File: config.mk
export PLATFORM = sky130hd
export DESIGN_NAME = lcd_line_scheduler
export DESIGN_NICKNAME = d
export VERILOG_FILES = /design/src/rtl/lcd_sched_pkg.sv /design/src/rtl/lcd_rr_arbiter.sv /design/src/rtl/lcd_line_scheduler.sv
export SDC_FILE = /design/constraint.sdc
export NUM_CORES = 1
export LEC_CHECK = 0
export CAP_MARGIN = 10
export CORE_MARGIN = 4
export CORE_UTILIZATION = 42
export DETAILED_ROUTE_END_ITERATION = 16
export PLACE_DENSITY = 0.92
export SLEW_MARGIN = 20
export SYNTH_ARGS = -nofsm -noshare
export SYNTH_HDL_FRONTEND = slang
export SYNTH_SLANG_ARGS = --single-unit
File: constraint.sdc
create_clock -name clk -period 4.4 [get_ports clk]
set_input_delay 0.88 -clock clk [delete_from_list [all_inputs] [get_ports clk]]
set_output_delay 0.88 -clock clk [all_outputs]
set_load 0.01 [all_outputs]
File: src/rtl/lcd_sched_pkg.sv
// Shared types and LCD command constants for the character-LCD line scheduler.
package lcd_sched_pkg;

    typedef enum logic [1:0] {
        ST_IDLE = 2'd0,
        ST_CMD  = 2'd1,
        ST_DATA = 2'd2,
        ST_FIN  = 2'd3
    } sched_state_e;

    localparam logic [7:0] LCD_CMD_SET_DDRAM = 8'h80;
    localparam logic [7:0] LCD_LINE2_OFFSET  = 8'h40;
    localparam logic       LCD_ADDR_CMD      = 1'b0;
    localparam logic       LCD_ADDR_DATA     = 1'b1;

endpackage

File: src/rtl/lcd_rr_arbiter.sv
// Two-source round-robin pick; the last-served register moves only when a transfer finishes.
module lcd_rr_arbiter (
    input  logic       clk,
    input  logic       reset_n,
    input  logic [1:0] req,
    input  logic       fin,
    input  logic       served,
    output logic       pick
);

    logic last_q;

    // Reset to 1 so that source 0 wins the very first tie.
    always_ff @(posedge clk or negedge reset_n) begin
        if (!reset_n) begin
            last_q <= 1'b1;
        end else if (fin) begin
            last_q <= served;
        end
    end

    always_comb begin
        pick = (req == 2'b11) ? ~last_q : req[1];
    end

endmodule

File: src/rtl/lcd_line_scheduler.sv
// Shares the LCD controller's Avalon-MM slave between two line-writing sources.
// Optional stall watchdog is built when LCD_SCHED_TIMEOUT_EN is defined.
module lcd_line_scheduler
    import lcd_sched_pkg::*;
#(
    parameter int LINE_CHARS     = 16,
    parameter int TIMEOUT_CYCLES = 65535
) (
    input  logic        clk,
    input  logic        reset_n,
    input  logic [1:0]  req,
    input  logic [1:0]  req_line,
    input  logic [15:0] req_char,
    output logic [1:0]  grant,
    output logic [3:0]  char_idx,
    output logic [1:0]  done,
    output logic        busy,
    output logic        err,
    output logic        address,
    output logic        chipselect,
    output logic        write,
    output logic [7:0]  writedata,
    input  logic        waitrequest,
    output logic [1:0]  state_dbg
);

    // Avalon write handshake: a beat is offered with chipselect=write=1 and is
    // taken on the rising edge where waitrequest=0; address and writedata hold
    // unchanged until that edge.

    if (LINE_CHARS < 1 || LINE_CHARS > 16 || TIMEOUT_CYCLES < 1) begin : g_bad_param
        $error("lcd_line_scheduler: LINE_CHARS must be 1..16 and TIMEOUT_CYCLES >= 1");
    end

    localparam logic [3:0] LAST_IDX = 4'(LINE_CHARS - 1);

    sched_state_e state, state_n;
    logic [1:0]   grant_q;
    logic         owner_q;
    logic         line_q;
    logic [3:0]   idx_q;
    logic         pick;

    lcd_rr_arbiter u_arb (
        .clk     (clk),
        .reset_n (reset_n),
        .req     (req),
        .fin     (state == ST_FIN),
        .served  (owner_q),
        .pick    (pick)
    );

`ifdef LCD_SCHED_TIMEOUT_EN
    localparam int CNT_W = (TIMEOUT_CYCLES > 1) ? $clog2(TIMEOUT_CYCLES) : 1;

    logic [CNT_W-1:0] stall_cnt;
    logic             abort_q;
    logic             stalled;
    logic             timeout_hit;

    assign stalled     = ((state == ST_CMD) || (state == ST_DATA)) && waitrequest;
    assign timeout_hit = stalled && (stall_cnt == CNT_W'(TIMEOUT_CYCLES - 1));

    always_ff @(posedge clk or negedge reset_n) begin
        if (!reset_n) begin
            stall_cnt <= '0;
            abort_q   <= 1'b0;
        end else begin
            stall_cnt <= (stalled && !timeout_hit) ? stall_cnt + 1'b1 : '0;
            abort_q   <= timeout_hit;
        end
    end

    // abort_q is high only in the FIN cycle that follows a watchdog hit.
    assign err = abort_q;
`else
    assign err = 1'b0;
`endif

    always_ff @(posedge clk or negedge reset_n) begin
        if (!reset_n) begin
            state   <= ST_IDLE;
            grant_q <= 2'b00;
            owner_q <= 1'b0;
            line_q  <= 1'b0;
            idx_q   <= 4'd0;
        end else begin
            state <= state_n;
            case (state)
                ST_IDLE: begin
                    if (|req) begin
                        grant_q <= pick ? 2'b10 : 2'b01;
                        owner_q <= pick;
                        line_q  <= req_line[pick];
                        idx_q   <= 4'd0;
                    end
                end
                ST_DATA: begin
                    if (!waitrequest && (idx_q != LAST_IDX)) begin
                        idx_q <= idx_q + 4'd1;
                    end
                end
                ST_FIN: begin
                    grant_q <= 2'b00;
                    idx_q   <= 4'd0;
                end
                default: ;
            endcase
        end
    end

    always_comb begin
        state_n    = state;
        address    = LCD_ADDR_CMD;
        chipselect = 1'b0;
        write      = 1'b0;
        writedata  = 8'h00;
        done       = 2'b00;
        case (state)
            ST_IDLE: begin
                if (|req) state_n = ST_CMD;
            end
            ST_CMD: begin
                chipselect = 1'b1;
                write      = 1'b1;
                writedata  = LCD_CMD_SET_DDRAM | (line_q ? LCD_LINE2_OFFSET : 8'h00);
                if (!waitrequest) state_n = ST_DATA;
            end
            ST_DATA: begin
                address    = LCD_ADDR_DATA;
                chipselect = 1'b1;
                write      = 1'b1;
                writedata  = owner_q ? req_char[15:8] : req_char[7:0];
                if (!waitrequest && (idx_q == LAST_IDX)) state_n = ST_FIN;
            end
            ST_FIN: begin
                done    = grant_q;
                state_n = ST_IDLE;
            end
            default: state_n = ST_IDLE;
        endcase
`ifdef LCD_SCHED_TIMEOUT_EN
        if (timeout_hit) state_n = ST_FIN;
`endif
    end

    assign grant     = grant_q;
    assign char_idx  = idx_q;
    assign busy      = (state != ST_IDLE);
    assign state_dbg = state;

endmodule
# Yosys cells after proc, flatten, opt, wreduce, memory -nomap -nowiden
# Index checks and enable logic that the tools add are counted.
word_totals:
  register_bits: 11
  output_inout_bits: 23
classes:
  n_addsub: 1
  n_lt_le_gt_ge: 1
  n_eq_ne: 10
  mux: 19
  bitwise: 1
  n_reduce_logical: 13
op_table:
  columns: ["operator", "count"]
  rows:
  - ["$pmux W8 S2", 1]
  - ["$mux W2", 6]
  - ["$pmux W4 S3", 1]
  - ["$mux W4", 2]
  - ["$mux W8", 1]
  - ["$ne A2 B2 Y1 const B", 4]
  - ["$pmux W2 S4", 1]
  - ["$mux W7", 1]
  - ["$eq A2 B2 Y1 const B", 3]
  - ["$reduce_and A3 Y1", 2]
  - ["$mux W1", 5]
  - ["$add A4 B1 Y4 const B", 1]
  - ["$eq A4 B4 Y1 const B", 1]
  - ["$ne A4 B4 Y1 const B", 1]
  - ["$pmux W2 S2", 1]
  - ["$reduce_and A2 Y1", 2]
  - ["$reduce_bool A2 Y1", 2]
  - ["$reduce_or A2 Y1", 2]
  - ["$reduce_bool A3 Y1", 1]
  - ["$eq A2 B1 Y1 const B", 1]
  - ["$logic_and A1 B1 Y1", 2]
  - ["$logic_not A2 Y1", 1]
  - ["$lt A1 B2 Y1 const B", 1]
  - ["$logic_not A1 Y1", 1]
  - ["$not A1 Y1", 1]

# Longest topological paths before layout
# Gate-level depths: netlist (run 1).
depth:
  word_depth: 5
  mapped_depth: 5
  ltp_nobuf: 5

# Cells and area by module
# A second synthesis (run 1) with hierarchy kept.
unflattened:
  cells_unflattened: 92
  hier_area_um2: 852.1
by_module_without_submodules:
  columns: ["module", "instances", "cells_per_inst", "area_each_um2", "seq_area_each_um2"]
  rows:
  - ["lcd_line_scheduler", 1, 89, 803.3, 250.2]
  - ["lcd_rr_arbiter", 1, 3, 48.8, 26.3]

# Least setup slack after synthesis (run 1)
# OpenSTA, ideal clock, no wires.
synth_path:
  kind: "flip-flop to output port"
  from: "register state[0] (netlist: state_dbg[0])"
  to: "output port writedata[0]"
  arrival_ns: 1.478
  required_ns: 3.520
  path_slack_ns: 2.042
  stages_incl_launch_ff: 6
  n_path_buf: 1
  path_cell_list: "dfrtp_1 inv_1 ha_1 clkbuf_1 nand2_1 nor2_1"
synth_between:
  elab_chain_len: 2
  elab_cells_between_ends: 3
synth_rtl:
  columns: ["element", "line", "rtl"]
  rows:
  - ["from (decl)", "lcd_line_scheduler.sv:37", "sched_state_e state, state_n;"]
  - ["from (signal assigned)", "lcd_line_scheduler.sv:88", "state <= state_n;"]
  - ["$eq A2 B2 Y1 / $eq A2 B1 Y1 (equally long branches)", "lcd_line_scheduler.sv:119", "case (state)"]
  - ["$pmux W8 S2 (*)", "lcd_line_scheduler.sv:119", null]
  - ["to (decl)", "lcd_line_scheduler.sv:22", "output logic [7:0] writedata,"]
# Every way passes the cells marked *; elsewhere a longest branch is shown, timed or not.

# Worst setup path in the final report (run 1)
layout_path:
  from: "register state[0] (netlist: state_dbg[0])"
  to: "output port writedata[3]"
# The elaborated chain is that of the path after synthesis.

==> results.py, run 1 <==
metrics = {
    "routing": {
        "drt_iter0_drc": 14,
        "vias": 905,
        "drc_errors": 0,
        "wl_per_cell_um": 15.02,
        "viasPerCell": 5.419,
        "wl_mm": 2.508,
        "drtPass1Iterations": 4,
        "drt.antenna.violating_nets": 0,
    },
    "final_layout": {
        "layout-drive-gt1-share_pct": 6.429,
        "diodes": 0,
        "final_nets": 171,
        "fin_area_um2": 1346,
        "area.growth.synth_to_final_pct": 54.82,
        "fin_cells": 167,
    },
    "clock_network": {
        "cts_tree": "yes",
        "holdBufCountCts": 0,
        "clock-sinks": 11,
        "clkSlewWorstSetupHoldPaths_ns": 0.07,
        "cts_buffers": 3,
        "root_buffer": "clkbuf_4",
        "cts_setup_buffers": 0,
        "cts_resized": 0,
        "clk_path_buf_depth": 2,
        "clk_latency_ns": 0.28,
        "htreeDepth": 1,
    },
    "sta": {
        "fmax_mhz": 316.1,
        "finalClockSkew_ns": 0.003159,
        "slew_headroom_pct": 64.18,
        "finalHoldViolCount": 0,
        "worst_slew_pin_slew_ns": 0.5356,
        "setup_viol": 0,
        "finalCritPeriodShare_pct": 71.90,
        "drv_slew": 0,
        "tns_ns": 0,
        "fin_ws_ns": 1.236,
        "fin_crit_ns": 3.164,
        "rsz0062_at_grt": "no",
    },
    "min_path": {
        "hold_path_class": "flop to flop",
    },
    "floorplan": {
        "die_y_um": 53.50,
        "die_w_um": 53.50,
        "rows": 16,
        "die-area_um2": 2862,
        "start_util_pct": 44.32,
        "coreArea_um2": 1962,
        "io_pins": 46,
    },
    "critical_path": {
        "worstPathArrival_ns": 2.28,
        "cp.required_ns": 3.52,
        "worstSetupStartpointType": "flop",
        "worstSetupPathType": "flop to primary output",
        "cp-end-kind": "primary output",
        "critPathMaxFanout": 14,
    },
    "placement": {
        "hpwl_mm": 1.991,
        "dpl_cell_area_um2": 1320,
        "gp_congestion": 0.7853,
        "post-place-ws_ns": 1.259,
        "port_buffers": 44,
        "dp.cells": 163,
    },
    "synthesis": {
        "syn_area_per_cell_um2": 9.058,
        "ys_ff_latch": 11,
        "syn-cell-area_um2": 869.6,
        "synth_top_cell_area_share_pct": 28.78,
        "ys.flop_type": "dfrtp_1",
        "synth_top_cells_by_count": "dfrtp_1, nor2_1, ha_1",
        "ys_seq_area_share_pct": 31.80,
        "async_flop_share_pct": 100.0,
        "ys_types": 38,
        "synthTopCellsByArea": "dfrtp_1, ha_1, mux2i_1",
        "synth_nets": 126,
        "synth_top_area_cell": "dfrtp_1",
        "synthCells": 96,
        "synth.most_common_cell": "dfrtp_1",
        "ys_warn_count": 0,
        "synth_edf_count": 0,
    },
    "grt": {
        "grtUsageTotal_pct": 18.66,
        "grt_max_degree": 15,
        "grt_first_pass_wirelength_mm": 3.843,
        "globalRouteOverflowTotal": 0,
        "antenna_found_initial": 0,
        "grt_pass1_vias": 851,
    },
    "pwr": {
        "peakVddDrop_v": 0.0004126,
        "leakagePower_uw": 0.0005663,
        "power.density_nw_per_um2": 614.3,
    },
    "job": {
        "drv_cap": 0,
    },
    "status": {
        "status": "finished, final reports clean",
    },
}
## area by class of cell
cell class | instances | area, um2
Fill cell | 163 | 615.6
Sequential cell | 11 | 276.5
Inverter | 5 | 18.77
Clock buffer | 4 | 26.28
Tap cell | 27 | 33.78
Multi-Input combinational cell | 76 | 550.5
Timing Repair Buffer | 44 | 440.4
## routing by layer
layer  wire, um  track usage [%]
met1       1020            21.81
met2       1261            30.20
met3        169            5.634
met4         56            10.21
met5          0                0
## registers in the layout, summed over array words and instances (netlist names)
| register | cells |
|---|---|
| line_q | 1 |
| owner_q | 1 |
| state_dbg | 2 |
| char_idx | 4 |
| u_arb.last_q | 1 |
| grant | 2 |
## final timing paths
path	from	to	slack (ns)	cells after the start
setup / recovery	state_dbg[0]	writedata[3]	1.24	5
hold / removal	grant[1]	grant[1]	0.54	2
setup reg to reg	state_dbg[1]	state_dbg[1]	2.47	5
hold reg to reg	grant[1]	grant[1]	0.54	2
max in group asynchronous	reset_n	u_arb.last_q	3.09	1
min in group asynchronous	reset_n	char_idx[1]	0.95	1
## layout by cell type, fill, tap and decap left out, drive strengths merged, types with 4 or more instances in the layout
cell type / count
nand2: 6
a21oi: 6
ha: 7
dfrtp: 10
mux2i: 6
nor2: 8
o21ai: 5
nor2b: 4
clkdlybuf4s50: 44
clkbuf: 4
inv: 5
nand3: 5
mux2: 4
## logic make-up (layout without fill, tap and decap cells)
| group | count (synthesis) | in the layout | synth area share (%) |
|---|---|---|---|
| flip-flops | 11 | 11 | 31.80 |
| AND/OR/NAND/NOR | 33 | 33 | 21.01 |
| buffers and inverters | 9 | 53 | 4.891 |
| other | 1 | 1 | 0.4312 |
| adder cells (fa/ha/maj) | 7 | 7 | 10.07 |
| AO/OA/AOI/OAI | 25 | 25 | 19.28 |
| multiplexers | 10 | 10 | 12.52 |
## per-stage QoR
stage | hold WS, ns | util, % | power (uW)
floorplan | 0.5461 | - | 519.3
global placement | 0.5063 | 67.28 | 737.2
detailed placement | 0.5288 | 67.28 | 756.3
CTS | 0.5500 | 68.62 | 833.2
global route | 0.5911 | 68.62 | 891.1
finish | 0.5447 | 68.62 | 827.0
## critical path, stage by stage (launching register included)
cell	delay (ns)
dfrtp_1	0.43
inv_1	0.14
ha_1	0.44
nand2_1	0.26
nor2_1	0.17
clkdlybuf4s50_1	0.56
## power breakdown
part | leakage (uW) | switching (uW) | internal [uW]
combinational | 0.000414 | 250 | 304
sequential | 0.000137 | 57.3 | 144
clock | 0.0000150 | 36.1 | 35.3
No activity file was read; power rests on OpenSTA's default activity.
==> run 2, diff against run 1 <==
- CORE_UTILIZATION: 42 -> 39
- PLACE_DENSITY: 0.92 -> 0.87
- clock period: 4.4 -> 3.07 ns (I/O delays scaled with it)
==> run 2 against run 1 <==
  * Die area up 6.5%
  * Sequential power rose by 42%
  * Cell count increased by 0.60%
  * Flip-flop and latch count did not move
  * Via count is 1.5% lower
  * Combinational power up 47%
  * Critical path depth unchanged
  * First-iteration DRC count is 120% higher
  * Largest cell class unchanged
==> results.py, run 2 (synthesis results as in run 1) <==
metrics = {
    "grt": {
        "grt_max_degree": 12,
        "grt_pass1_vias": 906,
        "grt_first_pass_wirelength_mm": 4.153,
        "globalRouteOverflowTotal": 0,
        "grtUsageTotal_pct": 17.16,
        "antenna_found_initial": 0,
    },
    "critical_path": {
        "cp-end-kind": "primary output",
        "cp-startpoint": "state_dbg[0]",
        "worstSetupPathType": "flop to primary output",
        "cp.required_ns": 2.46,
        "slowest_delay_ns": 0.55,
        "worstPathArrival_ns": 2.08,
        "worstReg2RegStart": "state_dbg[0]",
        "cp_cell_sequence": "inv_1 > ha_1 > nand2_1 > nor2_1 > clkdlybuf4s50_1",
        "r2r_slack_ns": 1.15,
        "critPathMaxFanout": 6,
        "worstSetupStartpointType": "flop",
        "crit_slowest_cell": "clkdlybuf4s50_1",
    },
    "routing": {
        "wl_mm": 2.529,
        "drc_errors": 0,
        "viasPerCell": 5.304,
        "wl_per_cell_um": 15.05,
        "drt_iter0_drc": 31,
        "drt.antenna.violating_nets": 0,
        "vias": 891,
        "drtPass1Iterations": 4,
    },
    "sta": {
        "finalCritPeriodShare_pct": 87.63,
        "fmax_mhz": 371.7,
        "finalHoldViolCount": 0,
        "rsz0062_at_grt": "no",
        "worst_slew_pin_slew_ns": 0.5368,
        "finalClockSkew_ns": 0.004225,
        "setup_viol": 0,
        "fin_crit_ns": 2.690,
        "slew_headroom_pct": 64.10,
        "fin_ws_ns": 0.3797,
        "tns_ns": 0,
        "drv_slew": 0,
    },
    "floorplan": {
        "die-area_um2": 3049,
        "io_pins": 46,
        "die_y_um": 55.22,
        "coreArea_um2": 2042,
        "rows": 16,
        "start_util_pct": 42.59,
        "die_w_um": 55.22,
    },
    "job": {
        "drv_cap": 0,
    },
    "clock_network": {
        "cts_setup_buffers": 0,
        "holdBufCountCts": 0,
        "clk_path_buf_depth": 2,
        "cts_buffers": 3,
        "cts_resized": 0,
        "clock-sinks": 11,
        "clkSlewWorstSetupHoldPaths_ns": 0.07,
        "cts_tree": "yes",
        "clk_latency_ns": 0.28,
        "root_buffer": "clkbuf_4",
        "htreeDepth": 1,
    },
    "final_layout": {
        "regArea_um2": 276.5,
        "final_nets": 172,
        "layout_commonest_cell": "clkdlybuf4s50_1",
        "fin_cells": 168,
        "fillCellCount": 180,
        "multi_input_area_um2": 550.5,
        "diodes": 0,
        "largest_reg_flops": 4,
        "finish.utilization_pct": 66.30,
        "final_cell_mix": "clkdlybuf4s50_1, dfrtp_1, nor2_1",
        "area.growth.synth_to_final_pct": 55.68,
        "layout-drive-gt1-share_pct": 7.092,
    },
    "pwr": {
        "leakagePower_uw": 0.0005714,
        "peakVddDrop_v": 0.0007245,
        "p_total_uw": 1201,
        "power.density_nw_per_um2": 887.5,
    },
    "placement": {
        "gp_congestion": 0.8858,
        "post-place-ws_ns": 0.4277,
        "port_buffers": 44,
        "dp.cells": 164,
        "hpwl_mm": 2.045,
    },
    "min_path": {
        "min_from": "grant[1]",
        "hold_path_class": "flop to flop",
    },
    "status": {
        "status": "finished, final reports clean",
    },
}
## run 2: cell count changes in the layout (fill, tap and decap cells not counted), sizes merged
cell,change
buf,+1
## run 2: stage by stage
stage,hold WS (ns),cell area [um2]
floorplan,0.3184,869.6
global placement,0.5131,1328
detailed placement,0.5191,1328
CTS,0.5360,1354
global route,0.5774,1354
finish,0.5370,1354
## run 2: report_power, final
group | internal [uW] | total, uW | switching [uW] | leakage, uW
combinational | 446 | 813 | 367 | 0.000419
sequential | 206 | 286 | 79.7 | 0.000137
clock | 50.5 | 102 | 51.9 | 0.0000150
## run 2: worst max-delay path, delay by kind of cell (launching register included)
family / cells / cell delay [ns]
and+or+nand+nor: 2 / 0.32
buffers and inverters: 2 / 0.67
adders and majority gates: 1 / 0.38
DFF: 1 / 0.43
## run 2: final timing paths
check                          endpoint  cells past startpoint
hold reg to reg                grant[1]                      2
hold / removal                 grant[1]                      2
min in group asynchronous      grant[0]                      1
setup reg to reg           state_dbg[1]                      5
setup / recovery           writedata[3]                      5
max in group asynchronous  u_arb.last_q                      1
## run 2: area by class of cell
type	count	area share (%)
multi-input cells	76	40.67
repair buffers	45	33.09
flip-flops and latches	11	20.43
well taps	27	2.495
clock buffers	4	1.941
inverters	5	1.386
## run 2: per-layer routing
metal	GRT usage [%]	routed length, um
met5	0	0
met4	5.208	14
met1	18.34	1017
met3	6.061	157
met2	31.25	1339
==> run 3, diff against run 2 <==
- CORE_UTILIZATION: 39 -> 49
- DONT_BUFFER_PORTS: unset -> 1
- PLACE_DENSITY: 0.87 -> 0.71
==> run 3 against run 2 <==
  * Sequential power is 8.0% higher
  * Setup slack gained 0.18 ns
  * Combinational power is 37% lower
  * Power fell by 23%
  * Critical path depth shrank 1
  * Sequential share of layout area rose by 10 points
  * Clock power hardly changed
  * Via count decreased by 19%
  * Critical endpoint is now writedata[5]
==> results.py, run 3 (synthesis results as in run 1) <==
metrics = {
    "clock_network": {
        "clock-sinks": 11,
        "htreeDepth": 1,
        "cts_resized": 0,
        "clk_latency_ns": 0.27,
        "cts_buffers": 3,
        "clk_path_buf_depth": 2,
        "root_buffer": "clkbuf_4",
        "clkSlewWorstSetupHoldPaths_ns": 0.07,
        "cts_tree": "yes",
        "cts_setup_buffers": 0,
        "holdBufCountCts": 0,
    },
    "critical_path": {
        "crit_family": "simple AND/OR/NAND/NOR gates",
        "worstSetupStartpointType": "flop",
        "worstPathArrival_ns": 1.90,
        "cp_num_buf_inv": 1,
        "cp_num_cells": 4,
        "critPathMaxFanout": 14,
        "crit_slowest_cell": "ha_1",
        "cp.required_ns": 2.46,
        "worstSetupPathType": "flop to primary output",
        "cp-end-kind": "primary output",
        "reg2reg_depth": 5,
        "slowest_delay_ns": 0.49,
        "cp_cell_sequence": "inv_1 > ha_1 > nand2_1 > nor2_1",
    },
    "grt": {
        "globalRouteOverflowTotal": 0,
        "grt_first_pass_wirelength_mm": 3.360,
        "grtUsageTotal_pct": 17.74,
        "antenna_found_initial": 0,
        "grt_pass1_vias": 706,
        "grt_max_degree": 15,
    },
    "sta": {
        "rsz0062_at_grt": "no",
        "drv_slew": 0,
        "slew_headroom_pct": 66.46,
        "hold_slack_ns": 0.02458,
        "finalHoldViolCount": 0,
        "fin_ws_ns": 0.5570,
        "worst_slew_pin_slew_ns": 0.5031,
        "fmax_mhz": 397.9,
        "fin_crit_ns": 2.513,
        "tns_ns": 0,
        "finalCritPeriodShare_pct": 81.86,
        "finalClockSkew_ns": 0.001866,
        "setup_viol": 0,
    },
    "floorplan": {
        "die_w_um": 50.13,
        "rows": 14,
        "die-area_um2": 2513,
        "io_pins": 46,
        "start_util_pct": 54.55,
        "die_y_um": 50.13,
        "coreArea_um2": 1594,
    },
    "routing": {
        "vias": 725,
        "viasPerCell": 6.042,
        "drt_iter0_drc": 18,
        "drtPass1Iterations": 4,
        "wl_per_cell_um": 17.41,
        "wl_mm": 2.089,
        "drt.antenna.violating_nets": 0,
        "drc_errors": 0,
    },
    "final_layout": {
        "final_cell_mix": "dfrtp_1, nor2_1, ha_1",
        "largest_reg_flops": 4,
        "multi_input_area_um2": 550.5,
        "final_nets": 127,
        "finish.utilization_pct": 56.59,
        "fin_cells": 120,
        "area.growth.synth_to_final_pct": 3.741,
        "layout-drive-gt1-share_pct": 9.375,
        "regArea_um2": 276.5,
        "layout_commonest_cell": "dfrtp_1",
        "fillCellCount": 135,
        "diodes": 0,
    },
    "placement": {
        "dp.cells": 116,
        "post-place-ws_ns": 0.8475,
        "gp_congestion": 0.8019,
        "hpwl_mm": 1.550,
        "port_buffers": 0,
    },
    "pwr": {
        "peakVddDrop_v": 0.0005835,
        "power.density_nw_per_um2": 1023,
        "leakagePower_uw": 0.0004010,
    },
    "min_path": {
        "hold_path_class": "input port to async pin",
    },
    "job": {
        "drv_cap": 0,
    },
    "status": {
        "status": "finished, final reports clean",
    },
}
## run 3: cell type report
cell class	instances	area share, %
clock buffers	4	2.913
well taps	24	3.329
multi-input cells	76	61.03
flip-flops and latches	11	30.65
inverters	5	2.080
## run 3: path summary, 6_finish.rpt
| path | to | start | slack, ns |
|---|---|---|---|
| worst max-delay path | writedata[5] | state_dbg[0] | 0.56 |
| worst min-delay path | char_idx[0] | reset_n | 0.02 |
| worst max register to register | state_dbg[1] | state_dbg[1] | 1.10 |
| worst min register to register | grant[1] | grant[1] | 0.60 |
| max in group asynchronous | u_arb.last_q | reset_n | 2.88 |
| min in group clk | owner_q | req[0] | 0.43 |
## run 3: report_power, final
part / switching [uW] / leakage (uW) / internal (uW) / total, uW
Sequential: 103 / 0.000137 / 206 / 309
Combinational: 292 / 0.000249 / 218 / 511
Clock: 52.7 / 0.0000150 / 50.4 / 103
## run 3: through the flow
step                      power, uW  cell area (um2)
final                         922.5            902.1
after global routing           1010            902.1
after CTS                     924.2            902.1
after detailed placement      819.5            875.8
after global placement        800.4            875.8
after floorplan               744.3            869.6
## run 3: worst register-to-register path, delay by kind of cell, from the launching register on
kind	cells	cell delay [ns]
flip-flops	1	0.47
AND/OR/NAND/NOR	1	0.37
adder cells (fa/ha/maj)	1	0.32
multiplexers	1	0.31
AO/OA/AOI/OAI	1	0.23
buffers and inverters	1	0.16
## run 3: metal layers
metal  vias to the layer above  track usage [%]  wire (um)
met3                         8            8.735        183
met4                         0            8.756         41
met2                        36            25.00        990
li1                        346                -          -
met1                       335            22.30        874
met5                         -                0          0
